===== config.mk =====
export PLATFORM = sky130hd
export DESIGN_NAME = axi_lite_manager
export DESIGN_NICKNAME = d
export VERILOG_FILES = /design/src/rtl/axi_lite_manager.sv
export SDC_FILE = /design/constraint.sdc
export NUM_CORES = 1
export LEC_CHECK = 0
export BUFFER_PORTS_ARGS = -buffer_cell sky130_fd_sc_hd__buf_2
export CAP_MARGIN = 20
export CORE_MARGIN = 10
export CORE_UTILIZATION = 49
export CTS_CLUSTER_DIAMETER = 30
export DETAILED_ROUTE_END_ITERATION = 7
export PLACE_DENSITY = 0.84
export SETUP_SLACK_MARGIN = 0.3
export SLEW_MARGIN = 15
export SYNTH_ARGS = -nofsm -noshare
export SYNTH_HDL_FRONTEND = slang
export SYNTH_SLANG_ARGS = --single-unit

===== constraint.sdc =====
create_clock -name ACLK -period 2.6 [get_ports ACLK]
set_input_delay 0.52 -clock ACLK [delete_from_list [all_inputs] [get_ports ACLK]]
set_output_delay 0.52 -clock ACLK [all_outputs]
set_load 0.01 [all_outputs]

===== src/rtl/axi_lite_manager.sv =====
// axi_lite_manager
// Single-outstanding AXI4-Lite manager. A command accepted on the cmd port is
// turned into one AW/W/B or AR/R transaction, and exactly one response is then
// presented on the rsp port. Every output is driven from a flop, so no VALID
// ever depends combinationally on the matching READY.
module axi_lite_manager #(
    parameter int ADDR_W = 32,
    parameter int DATA_W = 32
) (
    input  logic                  ACLK,
    input  logic                  ARESET,
    // command port
    input  logic                  cmd_valid,
    output logic                  cmd_ready,
    input  logic                  cmd_write,
    input  logic [ADDR_W-1:0]     cmd_addr,
    input  logic [DATA_W-1:0]     cmd_wdata,
    input  logic [DATA_W/8-1:0]   cmd_wstrb,
    // response port
    output logic                  rsp_valid,
    input  logic                  rsp_ready,
    output logic                  rsp_write,
    output logic [DATA_W-1:0]     rsp_rdata,
    output logic [1:0]            rsp_resp,
    // write address channel
    output logic                  AWVALID,
    input  logic                  AWREADY,
    output logic [ADDR_W-1:0]     AWADDR,
    // write data channel
    output logic                  WVALID,
    input  logic                  WREADY,
    output logic [DATA_W-1:0]     WDATA,
    output logic [DATA_W/8-1:0]   WSTRB,
    // write response channel
    input  logic                  BVALID,
    output logic                  BREADY,
    input  logic [1:0]            BRESP,
    // read address channel
    output logic                  ARVALID,
    input  logic                  ARREADY,
    output logic [ADDR_W-1:0]     ARADDR,
    // read data channel
    input  logic                  RVALID,
    output logic                  RREADY,
    input  logic [DATA_W-1:0]     RDATA,
    input  logic [1:0]            RRESP
);

    localparam int STRB_W = DATA_W / 8;

    typedef enum logic [2:0] {
        ST_IDLE    = 3'd0,
        ST_WR_REQ  = 3'd1,
        ST_WR_RESP = 3'd2,
        ST_RD_REQ  = 3'd3,
        ST_RD_RESP = 3'd4,
        ST_RSP     = 3'd5
    } state_e;

    state_e              state_q,     state_d;
    logic                cmd_ready_q, cmd_ready_d;
    logic                awvalid_q,   awvalid_d;
    logic                wvalid_q,    wvalid_d;
    logic                aw_done_q,   aw_done_d;
    logic                w_done_q,    w_done_d;
    logic                bready_q,    bready_d;
    logic                arvalid_q,   arvalid_d;
    logic                rready_q,    rready_d;
    logic                rsp_valid_q, rsp_valid_d;
    logic [ADDR_W-1:0]   awaddr_q,    awaddr_d;
    logic [DATA_W-1:0]   wdata_q,     wdata_d;
    logic [STRB_W-1:0]   wstrb_q,     wstrb_d;
    logic [ADDR_W-1:0]   araddr_q,    araddr_d;
    logic                rsp_write_q, rsp_write_d;
    logic [DATA_W-1:0]   rsp_rdata_q, rsp_rdata_d;
    logic [1:0]          rsp_resp_q,  rsp_resp_d;

    // Handshake strobes; each one fires in the cycle before the edge that
    // completes the transfer.
    logic accept_s;
    logic aw_hs_s;
    logic w_hs_s;
    logic b_hs_s;
    logic ar_hs_s;
    logic r_hs_s;
    logic rsp_hs_s;

    assign accept_s = cmd_valid   & cmd_ready_q;
    assign aw_hs_s  = awvalid_q   & AWREADY;
    assign w_hs_s   = wvalid_q    & WREADY;
    assign b_hs_s   = bready_q    & BVALID;
    assign ar_hs_s  = arvalid_q   & ARREADY;
    assign r_hs_s   = rready_q    & RVALID;
    assign rsp_hs_s = rsp_valid_q & rsp_ready;

    // Next-state and next-output logic for the transaction sequencer.
    always_comb begin
        state_d     = state_q;
        awvalid_d   = awvalid_q;
        wvalid_d    = wvalid_q;
        aw_done_d   = aw_done_q;
        w_done_d    = w_done_q;
        arvalid_d   = arvalid_q;
        awaddr_d    = awaddr_q;
        wdata_d     = wdata_q;
        wstrb_d     = wstrb_q;
        araddr_d    = araddr_q;
        rsp_write_d = rsp_write_q;
        rsp_rdata_d = rsp_rdata_q;
        rsp_resp_d  = rsp_resp_q;

        case (state_q)
            ST_IDLE: begin
                if (accept_s) begin
                    rsp_write_d = cmd_write;
                    if (cmd_write) begin
                        awaddr_d  = cmd_addr;
                        wdata_d   = cmd_wdata;
                        wstrb_d   = cmd_wstrb;
                        awvalid_d = 1'b1;
                        wvalid_d  = 1'b1;
                        aw_done_d = 1'b0;
                        w_done_d  = 1'b0;
                        state_d   = ST_WR_REQ;
                    end else begin
                        araddr_d  = cmd_addr;
                        arvalid_d = 1'b1;
                        state_d   = ST_RD_REQ;
                    end
                end else begin
                    state_d = ST_IDLE;
                end
            end

            ST_WR_REQ: begin
                // AW and W retire independently, in either order.
                if (aw_hs_s) begin
                    awvalid_d = 1'b0;
                    aw_done_d = 1'b1;
                end else begin
                    awvalid_d = awvalid_q;
                end
                if (w_hs_s) begin
                    wvalid_d = 1'b0;
                    w_done_d = 1'b1;
                end else begin
                    wvalid_d = wvalid_q;
                end
                if ((aw_done_q | aw_hs_s) & (w_done_q | w_hs_s)) begin
                    state_d = ST_WR_RESP;
                end else begin
                    state_d = ST_WR_REQ;
                end
            end

            ST_WR_RESP: begin
                if (b_hs_s) begin
                    rsp_resp_d  = BRESP;
                    rsp_rdata_d = '0;
                    state_d     = ST_RSP;
                end else begin
                    state_d = ST_WR_RESP;
                end
            end

            ST_RD_REQ: begin
                if (ar_hs_s) begin
                    arvalid_d = 1'b0;
                    state_d   = ST_RD_RESP;
                end else begin
                    state_d = ST_RD_REQ;
                end
            end

            ST_RD_RESP: begin
                if (r_hs_s) begin
                    rsp_rdata_d = RDATA;
                    rsp_resp_d  = RRESP;
                    state_d     = ST_RSP;
                end else begin
                    state_d = ST_RD_RESP;
                end
            end

            ST_RSP: begin
                if (rsp_hs_s) begin
                    state_d = ST_IDLE;
                end else begin
                    state_d = ST_RSP;
                end
            end

            default: begin
                state_d   = ST_IDLE;
                awvalid_d = 1'b0;
                wvalid_d  = 1'b0;
                arvalid_d = 1'b0;
                aw_done_d = 1'b0;
                w_done_d  = 1'b0;
            end
        endcase

        // State-qualified strobes are registered from the next state so they
        // line up with the state they belong to.
        cmd_ready_d = (state_d == ST_IDLE);
        bready_d    = (state_d == ST_WR_RESP);
        rready_d    = (state_d == ST_RD_RESP);
        rsp_valid_d = (state_d == ST_RSP);
    end

    // State and output registers; reset abandons any transaction in flight.
    always_ff @(posedge ACLK) begin
        if (ARESET) begin
            state_q     <= ST_IDLE;
            cmd_ready_q <= 1'b0;
            awvalid_q   <= 1'b0;
            wvalid_q    <= 1'b0;
            aw_done_q   <= 1'b0;
            w_done_q    <= 1'b0;
            bready_q    <= 1'b0;
            arvalid_q   <= 1'b0;
            rready_q    <= 1'b0;
            rsp_valid_q <= 1'b0;
            awaddr_q    <= '0;
            wdata_q     <= '0;
            wstrb_q     <= '0;
            araddr_q    <= '0;
            rsp_write_q <= 1'b0;
            rsp_rdata_q <= '0;
            rsp_resp_q  <= 2'b00;
        end else begin
            state_q     <= state_d;
            cmd_ready_q <= cmd_ready_d;
            awvalid_q   <= awvalid_d;
            wvalid_q    <= wvalid_d;
            aw_done_q   <= aw_done_d;
            w_done_q    <= w_done_d;
            bready_q    <= bready_d;
            arvalid_q   <= arvalid_d;
            rready_q    <= rready_d;
            rsp_valid_q <= rsp_valid_d;
            awaddr_q    <= awaddr_d;
            wdata_q     <= wdata_d;
            wstrb_q     <= wstrb_d;
            araddr_q    <= araddr_d;
            rsp_write_q <= rsp_write_d;
            rsp_rdata_q <= rsp_rdata_d;
            rsp_resp_q  <= rsp_resp_d;
        end
    end

    assign cmd_ready = cmd_ready_q;
    assign rsp_valid = rsp_valid_q;
    assign rsp_write = rsp_write_q;
    assign rsp_rdata = rsp_rdata_q;
    assign rsp_resp  = rsp_resp_q;
    assign AWVALID   = awvalid_q;
    assign AWADDR    = awaddr_q;
    assign WVALID    = wvalid_q;
    assign WDATA     = wdata_q;
    assign WSTRB     = wstrb_q;
    assign BREADY    = bready_q;
    assign ARVALID   = arvalid_q;
    assign ARADDR    = araddr_q;
    assign RREADY    = rready_q;

endmodule


==> impl_metrics.toml <==
[job]
drv_cap = 0

[place]
place_area_sq_um = 6650
place.gp.congestion = 0.841
hpwlAfterDp_mm = 12.0
io_buffers = 255

[clock_network]
clock_path_buffers = 2
cts_tree = "yes"
post_cts_buffers = 0
cts_resized = 0
cts.hold.buffers_added = 0
clk-insertion-delay-late_ps = 520
cts_root_buffer = "clkbuf_8"
clkSlewWorstSetupHoldPaths_ps = 60
numCtsBuffers = 17
htreeDepth = 4
clock_sinks = 147

[yosys]
ys_seq_area_share_pct = 55.8
synth_simple_gate_area_share_pct = 23.6
synth_fa_ha_area_share_pct = 0.237
ys_seq_elements = 147
synth_mux_area_share_pct = 0.380
synth_xor_area_share_pct = 0
synth_compound_area_share_pct = 15.9
synth_warnings = 0
synthCells = 661
synth_top_family_by_area = "simple AND/OR/NAND/NOR gates"
ys_types = 32
syn_avg_cell_area_sq_um = 7.98
syn_area_sq_um = 5280
syn_nets = 776

[floorplanning]
num_rows = 37
die_w_um = 124
die_h_um = 124
coreArea_sq_um = 10400
initial_core_util_pct = 50.6
io_pins = 256
dieArea_sq_um = 15300

[timing]
finalClockSkew_ps = 6.67
worst_pin_slew_ps = 608
fin_setup_tns_ps = 0
period_needed_ps = 1870
timing.slew.headroom_pct = 59.5
holdWs_ps = 230
fmax_mhz = 534
report.final.setup_viol = 0
finalMaxSlewViolations = 0
hold_violations = 0
rsz0062_at_grt = "no"
min_period_over_period_pct = 72.1

[global_routing]
grt_pass1_wl_mm = 25.7
grt_overflow = 0
antenna_found_initial = 0
grt_pass1_vias = 5027
grt_start_max_net_pins = 83
groute.usage.overall_pct = 21.2

[final_layout]
syn2layout_area_growth_pct = 37.9
design_area_sq_um = 7280
final_cell_mix = "254 x buf_2, 237 x nand2_1, 147 x dfxtp_1"
drive_gt1_share_pct = 33.5
num-fill-cells = 868
final_common_cell = "buf_2"
finish.utilization_pct = 69.8
multi_input_area_sq_um = 2140
nNetsFinal = 1013
seqCellArea_sq_um = 2940

[detailed_routing]
dr.pass1.iters = 5
top_layer = "met4"
vias = 5355
drtAntennaViolNets = 0
via_per_inst = 5.11
wl_met3_mm = 1.68
wl_met2_mm = 8.87
drc = 0
met1_length_mm = 6.15
wire_per_inst_um = 16.3
dr.first_iter.drc_count = 479
totalWireLength_mm = 17.0

[worst_setup_path]
required_ps = 3050
start_kind = "register"
end_kind = "register"
critPathMaxFanout = 25
arrival_ps = 2320
critical_path_class = "register to register"

[pwr]
ir_worst_vdd_mv = 0.682
leakagePower_nw = 3.23
power_density_nw_per_um2 = 748

[run_status]
status = "finished, final reports clean"

[hold_path]
hp-class = "input pin to register"
## cell usage after synthesis
library cell	n	area, sq um
buf_4	4	30.0
a21oi_1	138	691
nor3b_1	2	15.0
a221oi_4	1	26.3
nor2_1	10	37.5
nor3_1	5	25.0
dfxtp_1	147	2940
nand2_1	237	890
a22oi_1	1	7.51
and2_1	2	12.5
a21o_1	2	15.0
a21oi_2	1	8.76
nor3b_2	1	12.5
nor2b_1	1	6.26
inv_1	3	11.3
ha_1	1	12.5
nor3_2	1	10.0
and2_0	1	6.26
or3_1	1	6.26
o21ai_0	2	10.0
nand4_1	3	18.8
mux2i_1	2	20.0
buf_1	3	11.3
or2_2	1	6.26
nand3_1	36	180
o22ai_1	1	6.26
a32o_1	1	10.0
clkbuf_1	32	120
buf_2	9	45.0
a31oi_1	4	25.0
a211oi_1	5	37.5
nand2b_1	3	18.8
## per-stage QoR
stage               instances  setup slack [ps]  power (mW)
finish                   1048               726        5.45
global route             1047               540        5.66
CTS                      1047               725        5.49
detailed placement       1015               761        2.94
global placement         1015               826        2.93
floorplan                 661               984        2.69
## critical path, stage by stage, from the launching register on
cell and delay, ps:
dfxtp_1 470, nand2b_1 230, nor3_1 100, a31oi_2 410, buf_4 360, nand2_1 90, a21oi_1 130
## layout make-up
cell class              instances  area share (%)
diodes                          1          0.0344
inverters                       3           0.155
clock inverters                 9            2.06
clock buffers                  23            6.55
repair buffers                266            19.1
flip-flops and latches        147            40.4
well taps                     136            2.34
multi-input cells             463            29.4
## per-layer routing
layer / GRT usage (%) / vias to the layer above
met5: 0 / -
met4: 9.17 / 0
met3: 8.33 / 27
met2: 36.5 / 245
met1: 22.6 / 2423
li1: - / 2660
## worst paths after layout
check	cells past startpoint	startpoint	slack (ps)	end
setup / recovery	6	state_q[2]$_SDFF_PP0_	730	rsp_rdata[20]$_SDFFE_PP0P_
setup reg to reg	6	state_q[2]$_SDFF_PP0_	730	rsp_rdata[20]$_SDFFE_PP0P_
hold / removal	3	cmd_wdata[30]	230	WDATA[30]$_SDFFE_PP0P_
hold reg to reg	2	rsp_rdata[23]$_SDFFE_PP0P_	450	rsp_rdata[23]$_SDFFE_PP0P_
## power by group
part	switching, mW	internal [mW]	leakage [nW]
clock	0.900	1.66	0.304
combinational	0.303	0.200	1.74
sequential	0.0525	2.33	1.19
total	1.26	4.19	3.23
## state kept, by name (all words and copies together) (netlist names), 2 cells and up
register	count
ARADDR	32
state_q	3
rsp_rdata	32
AWADDR	32
WSTRB	4
WDATA	32
rsp_resp	2
## kinds of logic (layout without fill, tap and decap cells)
logic type               count (synthesis)  in the layout
AO/OA/AOI/OAI                          156            156
adder cells (fa/ha/maj)                  1              1
buffers and inverters                   51            301
flip-flops                             147            147
multiplexers                             2              2
other                                    0              1
AND/OR/NAND/NOR                        304            304
No activity file was read; power rests on OpenSTA's default activity.
